`src/rtl/hazard_stall_unit.sv`:
```
// LC-3b hazard/stall controller: per-stage load/flush/bubble enables, combinational (zero latency).
// Stalls freeze upstream stages while later stages drain; perf counters update on the next edge.
module hazard_stall_unit (
  input  logic        clk,
  input  logic        reset,
  input  logic [2:0]  id_sr1,
  input  logic [2:0]  id_sr2,
  input  logic        id_uses_sr1,
  input  logic        id_uses_sr2,
  input  logic        ex_mem_read,
  input  logic        ex_reg_write,
  input  logic [2:0]  ex_dest,
  input  logic        icache_resp,
  input  logic        mem_access,
  input  logic        dcache_resp,
  input  logic        mem_redirect,
  input  logic        perf_clear,
  output logic        load_pc,
  output logic        load_if_id,
  output logic        load_id_ex,
  output logic        load_ex_mem,
  output logic        load_mem_wb,
  output logic        flush_if_id,
  output logic        flush_id_ex,
  output logic        flush_ex_mem,
  output logic        insert_bubble,
  output logic [15:0] stall_count,
  output logic [15:0] bubble_count
);

  typedef enum logic [1:0] {RUN, DMISS, REDIR} state_t;

  state_t state, state_nxt;
  logic   mem_busy;
  logic   load_use;

  assign mem_busy = mem_access & ~dcache_resp;
  assign load_use = ex_mem_read & ex_reg_write &
                    ((id_uses_sr1 & (id_sr1 == ex_dest)) |
                     (id_uses_sr2 & (id_sr2 == ex_dest)));

  always_ff @(posedge clk) begin
    if (reset) state <= RUN;
    else       state <= state_nxt;
  end

  always_comb begin
    load_pc       = 1'b0;
    load_if_id    = 1'b0;
    load_id_ex    = 1'b0;
    load_ex_mem   = 1'b0;
    load_mem_wb   = 1'b0;
    flush_if_id   = 1'b0;
    flush_id_ex   = 1'b0;
    flush_ex_mem  = 1'b0;
    insert_bubble = 1'b0;
    state_nxt     = RUN;
    if (reset) begin
      // Every pipeline register loads NOP; the PC resets itself.
      load_if_id    = 1'b1;
      load_id_ex    = 1'b1;
      load_ex_mem   = 1'b1;
      load_mem_wb   = 1'b1;
      flush_if_id   = 1'b1;
      flush_id_ex   = 1'b1;
      flush_ex_mem  = 1'b1;
      insert_bubble = 1'b1;
    end else if (state == REDIR) begin
      // ID is about to be squashed, so a load-use match here is irrelevant.
      if (icache_resp) begin
        {load_pc, load_if_id, load_id_ex, load_ex_mem, load_mem_wb} = 5'b11111;
        {flush_if_id, flush_id_ex, flush_ex_mem} = 3'b111;
      end else begin
        state_nxt = REDIR;
      end
    end else if (mem_busy) begin
      state_nxt = DMISS;
    end else if (mem_redirect && !icache_resp) begin
      // Hold the in-flight fetch address until the icache answers.
      state_nxt = REDIR;
    end else if (mem_redirect) begin
      {load_pc, load_if_id, load_id_ex, load_ex_mem, load_mem_wb} = 5'b11111;
      {flush_if_id, flush_id_ex, flush_ex_mem} = 3'b111;
    end else if (load_use) begin
      {load_id_ex, load_ex_mem, load_mem_wb} = 3'b111;
      insert_bubble = 1'b1;
    end else if (!icache_resp) begin
      {load_if_id, load_id_ex, load_ex_mem, load_mem_wb} = 4'b1111;
      flush_if_id = 1'b1;
    end else begin
      {load_pc, load_if_id, load_id_ex, load_ex_mem, load_mem_wb} = 5'b11111;
    end
  end

  always_ff @(posedge clk) begin
    if (reset || perf_clear) begin
      stall_count  <= 16'h0000;
      bubble_count <= 16'h0000;
    end else begin
      if (!load_pc && stall_count != 16'hFFFF)
        stall_count <= stall_count + 16'd1;
      if (insert_bubble && bubble_count != 16'hFFFF)
        bubble_count <= bubble_count + 16'd1;
    end
  end

endmodule
```
`config.mk`:
```
export PLATFORM = sky130hd
export DESIGN_NAME = hazard_stall_unit
export DESIGN_NICKNAME = d
export VERILOG_FILES = /design/src/rtl/hazard_stall_unit.sv
export SDC_FILE = /design/constraint.sdc
export NUM_CORES = 1
export LEC_CHECK = 0
export ABC_AREA = 1
export ABC_CLOCK_PERIOD_IN_PS = 1500
export CAP_MARGIN = 20
export CORE_UTILIZATION = 44
export DETAILED_ROUTE_END_ITERATION = 6
export PLACE_DENSITY_LB_ADDON = 0.3
export SLEW_MARGIN = 40
export SYNTH_ARGS = -nofsm -noshare
export SYNTH_HDL_FRONTEND = slang
export SYNTH_SLANG_ARGS = --single-unit
```
`constraint.sdc`:
```
create_clock -name clk -period 1.5 [get_ports clk]
set_input_delay 0.3 -clock clk [delete_from_list [all_inputs] [get_ports clk]]
set_output_delay 0.3 -clock clk [all_outputs]
set_load 0.02 [all_outputs]
```
==> results.md, run 1 <==
* Status: complete, but fails checks
* Failing checks: negative setup slack
* Core area at 4848 um^2
* Min cycle time layout at 1.861 ns
* Top_reg_cell synth: dfxtp_1
* Hold Violations, Final at 0
* GPL Wtd Cong at 0.8941
* Fin cells at 535
* Total die area at 5455 um^2
* Chip Width at 73.86 um
* Synth Area per Inst at 6.722 um^2
* Antenna diode count at 0
* Die H at 73.86 um
* Placed Cells at 487
* Cell area after layout at 4130 um^2
* Total CTS buffers at 5
* First drt pass iteration count at 6
* Post-synthesis cell type count at 28
* Total GRT Usage at 25.83%
* CTS root buf: clkbuf_8
* Post-Syn Nets at 360
* Layout cells sized above 1 at 49.57%
* CTS tree: yes
* Leak at 1.888 nW
* Worst R2R End: state[0]
* Arr. time, crit path at 1.56 ns
* Ys async rst share at 0%
* CTS Buffer Depth at 2
* Count of pins over their slew limit at 0
* TNS Setup at -6.095 ns
* EDFF count, synth at 0
* Critical path class: reg2out
* Startpoint Class: flip-flop
* Fill cells at 268
* Hold-fix buffers, CTS at 0
* Grt ovf at 0
* Hold Path Origin: stall_count[4]
* Number of remaining DRC errors at 0
* Dpl cell area at 3202 um^2
* Antenna Nets Post-Route at 0
* Yosys top cell area share at 29.96%
* CP cell instances: inv_1 > nor2_1 > inv_2 > nand2_2 > a21oi_2 > or2_4 > buf_4 > buf_6
* RSZ-0062 raised after global routing: true
* Pre-CTS WS at -0.9653 ns
* Io pins at 61
* Final period utilization at 124.0%
* Data required time of the critical path at 1.20 ns
* Syn Inst Count at 338
* Post-synthesis cell type with the largest combined area: dfxtp_1
* Largest net degree at the start of global routing at 25
* Synth Register Bits at 34
* Clock Latency Late Sink at 0.30 ns
* Antenna violations before repair at 0
* Dpl hpwl at 4.402 mm
* Routed WL per cell at 17.68 um
* Hold EP: stall_count[4]
* Relative slew margins at 74.54%
* PortBufs at 60
* Area contributors post-synth: dfxtp_1 30%, nand2_1 14%, nand3_1 10%
* Clk slew on worst S/H paths at 0.09 ns
* Vias in the first global route at 2545
* First-pass GRT wire length at 11.03 mm
* Largest stage delay, worst path at 0.32 ns
* Pwr Density at 522.9 nW/um^2
* Actual slew at the worst max-slew pin at 0.3789 ns
* Worst Skew at 0.01642 ns
* Fmax at 537.4 MHz
* Crit-path max FO at 3
* Synthesis Warnings at 0
* Hold Path Class: reg2reg
* Worst VDD drop at 0.4182 mV
* Via/cell ratio at 5.680
* Tot Pwr at 2.160 mW
* Slowest CP cell: dfxtp_1
* Post-synth top cells: 85 x nand2_1, 46 x nand3_1, 37 x inv_1
* Most common cell in the netlist: nand2_1
* Reg2reg path depth at 14
* Starting density of the core at 46.86%
* PnR worst setup slack at -0.3607 ns
* H-tree levels at 2
* Sequential share of the synthesized area at 29.96%
* R2r startpoint: state[1]
* R2r setup slk at -0.32 ns
* Crit path capture type: output port
* Min-Delay Path Depth at 2
* WL final at 9.457 mm
* Nets at 489
* # setup viols final at 42
* Maxcap violations at 0
* Cell Area, Synth at 2272 um^2
* Violation count after the first detailed-route iteration at 281
* Site row count at 25
* CTS Sinks at 34
* DR vias at 3039
* Area delta synth->final at 81.77%
==> stage by stage <==
stage               utilization, %  hold WS, ns
floorplan                        -       0.4405
global placement             66.04       0.4702
detailed placement           66.04       0.4762
CTS                          73.14       0.4847
global route                 85.19       0.5227
finish                       85.19       0.4896
==> layout by cell type, fill, tap and decap left out, drive strengths merged, types with 2 or more instances in the layout <==
cell,count
nor3,11
xnor2,10
inv,37
nor2,35
ha,2
buf,89
o21ai,3
clkbuf,8
a21oi,32
dfxtp,34
dlygate4sd2,41
nand4,4
clkinv,2
xor2,18
nand3,47
nand2,92
==> how the worst max path moves through the flow <==
stage	from	cells after the start	end
floorplan	mem_access	8	load_if_id
global placement	ex_dest[0]	11	load_if_id
detailed placement	ex_dest[0]	11	load_if_id
CTS	state[1]	10	load_if_id
global route	state[1]	10	flush_if_id
finish	state[1]	8	load_id_ex
==> repair_timing <==
item                                   CTS  global route
resized for setup                      158           121
endpoints found under the hold margin    0             0
gates cloned                             2             2
pin swaps                               30            28
setup endpoints to repair               73            43
setup buffers                           29            12
==> per-layer routing <==
layer / wire length (um) / track usage [%] / vias up / part of all wire (%)
li1: - / - / 1341 / -
met1: 3733 / 31.33 / 1425 / 39
met2: 4459 / 45.26 / 218 / 47
met3: 828 / 4.252 / 55 / 8.8
met4: 436 / 10.04 / 0 / 4.6
met5: 0 / 0 / - / 0
==> registers in the layout, indices dropped and copies added (netlist names) <==
| name | count |
|---|---|
| bubble_count | 16 |
| stall_count | 16 |
| state | 2 |
==> worst max-delay path: cells and delay by family (launching register included) <==
| kind | cells | cell delay [ns] |
|---|---|---|
| and+or+nand+nor | 3 | 0.51 |
| AOI/OAI and AO/OA | 1 | 0.04 |
| buffers and inverters | 4 | 0.41 |
| DFF | 1 | 0.32 |
==> cells by family (layout without fill, tap and decap cells) <==
| family | after synthesis | count (layout) | synth area share, % |
|---|---|---|---|
| AOI/OAI and AO/OA | 35 | 35 | 9.196 |
| xor gates and xnor gates | 28 | 28 | 10.79 |
| adders and majority gates | 2 | 2 | 1.101 |
| buffers and inverters | 51 | 179 | 10.35 |
| DFF | 34 | 34 | 29.96 |
| and+or+nand+nor | 188 | 190 | 38.60 |
==> power breakdown <==
group          internal [mW]  switching (mW)  total [mW]
clock network          0.371           0.361       0.732
logic                  0.242           0.271       0.514
registers              0.906         0.00808       0.914
==> cell type report <==
class                   count  area, um^2  share of cell area (%)
repair buffers            132        1206                   29.20
inverters                  39       156.4                   3.787
clock inverters             1       5.005                  0.1212
multi-input cells         255        1884                   45.62
clock buffers               7       86.33                   2.090
well taps                  67       83.83                   2.030
flip-flops and latches     34       708.2                   17.15
Power figures use the tool's default switching activity.
==> run 2, diff against run 1 <==
--- a/config.mk
+++ b/config.mk
@@ -6,9 +6,9 @@
 export NUM_CORES = 1
 export LEC_CHECK = 0
 export ABC_AREA = 1
-export ABC_CLOCK_PERIOD_IN_PS = 1500
+export ABC_CLOCK_PERIOD_IN_PS = 2300
 export CAP_MARGIN = 20
-export CORE_UTILIZATION = 44
+export CORE_UTILIZATION = 52
 export DETAILED_ROUTE_END_ITERATION = 6
 export PLACE_DENSITY_LB_ADDON = 0.3
 export SLEW_MARGIN = 40
==> constraint.sdc (replaced) <==
create_clock -name clk -period 2.3 [get_ports clk]
set_input_delay 0.46 -clock clk [delete_from_list [all_inputs] [get_ports clk]]
set_output_delay 0.46 -clock clk [all_outputs]
set_load 0.02 [all_outputs]
==> results.md, run 2 (same netlist as run 1, synthesis figures left out) <==
* Min cycle time layout at 2.233 ns
* Antenna violations before repair at 0 (unchanged)
* # setup viols final at 0 (was 42)
* Site row count at 23 (was 25)
* Most frequent cells in the layout: 82 x nand2_1, 46 x nand3_1, 44 x clkdlybuf4s50_1, 36 x inv_1, 34 x dfxtp_1 (was 63 x nand2_1, 52 x buf_4, 41 x dlygate4sd2_1, 27 x inv_1, 27 x a21oi_2)
* Actual slew at the worst max-slew pin at 0.4385 ns (was 0.3789 ns)
* Io pins at 61 (unchanged)
* First drt pass iteration count at 5 (was 6)
* Vias in the first global route at 2174 (was 2545)
* Antenna diode count at 0 (unchanged)
* Chip Width at 68.10 um (was 73.86 um)
* First-pass GRT wire length at 9.280 mm (was 11.03 mm)
* Startpoint Class: input pin (was flip-flop)
* Largest regs: bubble_count: 16 flops, stall_count: 16 flops, state: 2 flops (unchanged)
* Slowest CP cell: clkdlybuf4s50_1 (was dfxtp_1)
* Clock Latency Late Sink at 0.28 ns (was 0.30 ns)
* CTS root buf: clkbuf_8 (unchanged)
* Fmax at 447.8 MHz
* Nets at 428 (was 489)
* Crit-path max FO at 3 (unchanged)
* Count of pins over their slew limit at 0 (unchanged)
* Hold Path Class: reg2reg (unchanged)
* Number of remaining DRC errors at 0 (unchanged)
* Total GRT Usage at 26.03% (was 25.83%)
* CTS Buffer Depth at 2 (unchanged)
* Starting density of the core at 55.60% (was 46.86%)
* Area delta synth->final at 34.31% (was 81.77%)
* Core area at 4086 um^2 (was 4848 um^2)
* CP cell instances: clkdlybuf4s50_1 > inv_1 > nor2_2 > inv_1 > nand2_2 > a21oi_1 > or2_4 > buf_4 > buf_4 (was inv_1 > nor2_1 > inv_2 > nand2_2 > a21oi_2 > or2_4 > buf_4 > buf_6)
* Critical path class: in2out (was reg2out)
* Die H at 68.10 um (was 73.86 um)
* Most common cell after layout, fill and taps aside: nand2_1 (unchanged)
* Arr. time, crit path at 1.77 ns (was 1.56 ns)
* DR vias at 2437 (was 3039)
* Routed WL per cell at 12.48 um (was 17.68 um)
* Final period utilization at 97.10%
* CTS tree: yes (unchanged)
* WL final at 5.704 mm (was 9.457 mm)
* Data required time of the critical path at 1.84 ns (was 1.20 ns)
* RSZ-0062 raised after global routing: true (unchanged)
* Total CTS buffers at 5 (unchanged)
* Violation count after the first detailed-route iteration at 260 (was 281)
* CTS Sinks at 34 (unchanged)
* PortBufs at 60 (unchanged)
* Pwr Density at 411.7 nW/um^2 (was 522.9 nW/um^2)
* Dpl hpwl at 4.185 mm (was 4.402 mm)
* Crit path capture type: output port (unchanged)
* Tot Pwr at 1.256 mW (was 2.160 mW)
* Clk slew on worst S/H paths at 0.07 ns (was 0.09 ns)
* Hold_ws at 0.4982 ns (was 0.4896 ns)
* TNS Setup at 0 ns (was -6.095 ns)
* Worst Skew at 0.004373 ns (was 0.01642 ns)
* Hold Violations, Final at 0 (unchanged)
* Layout cells sized above 1 at 13.27% (was 49.57%)
* Leak at 1.259 nW (was 1.888 nW)
* GPL Wtd Cong at 0.8940 (was 0.8941)
* Largest net degree at the start of global routing at 24 (was 25)
* Status: finished, final reports clean (was complete, but fails checks)
* Largest stage delay, worst path at 0.45 ns (was 0.32 ns)
* Grt ovf at 0 (unchanged)
* Worst VDD drop at 0.3064 mV (was 0.4182 mV)
* Maxcap violations at 0 (unchanged)
* H-tree levels at 2 (unchanged)
* Relative slew margins at 70.54% (was 74.54%)
* Via/cell ratio at 5.333 (was 5.680)
* Antenna Nets Post-Route at 0 (unchanged)
* Total die area at 4638 um^2 (was 5455 um^2)
run 2: routing by layer:
layer | vias to the layer above | track usage (%) | wire (um)
li1 | 1213 | - | -
met1 | 1101 | 32.90 | 2501
met2 | 110 | 43.50 | 2757
met3 | 13 | 5.000 | 359
met4 | 0 | 9.375 | 86
met5 | - | 0 | 0
run 2: what timing repair did:
action                     in CTS  in global routing
resized for setup              33                 15
hold buffers                    0                  0
setup endpoints to repair       9                  7
cloned                          0                  0
setup buffers                   0                  1
pin swaps                       0                  1
run 2: critical path, delay by kind of cell:
family / cells / cell delay [ns]
AOI/OAI and AO/OA: 1 / 0.05
buffers and inverters: 5 / 0.85
and+or+nand+nor: 3 / 0.40
run 2: cell type report:
cell class / count / area, um^2
repair buffers: 73 / 698.2
flip-flops and latches: 34 / 680.7
well taps: 50 / 62.56
inverters: 39 / 146.4
clock inverters: 1 / 5.005
clock buffers: 7 / 86.33
fillers: 353 / 1035
multi-input cells: 253 / 1373
run 2: per-stage QoR:
stage | util, % | std cells | cell area (um^2) | worst slack, ns
floorplan | - | 338 | 2272 | 0.3793
global placement | 72.17 | 448 | 2949 | -0.3898
detailed placement | 72.17 | 448 | 2949 | -0.4407
CTS | 73.64 | 456 | 3009 | 0.003377
global route | 74.68 | 457 | 3052 | -0.01502
finish | 74.68 | 457 | 3052 | 0.06663
run 2: where the power goes:
part | leakage (nW) | internal (mW) | total, mW | switching (mW)
clock network | 0.0482 | 0.242 | 0.458 | 0.217
registers | 0.275 | 0.593 | 0.599 | 0.00587
logic | 0.937 | 0.0887 | 0.199 | 0.110
total | 1.26 | 0.924 | 1.26 | 0.333
run 2: final timing paths:
check | start | to | slack (ns) | cells after the start
setup / recovery | mem_access | load_id_ex | 0.07 | 9
hold / removal | bubble_count[9] | bubble_count[9] | 0.50 | 2
setup reg to reg | stall_count[0] | stall_count[5] | 0.35 | 9
hold reg to reg | bubble_count[9] | bubble_count[9] | 0.50 | 2
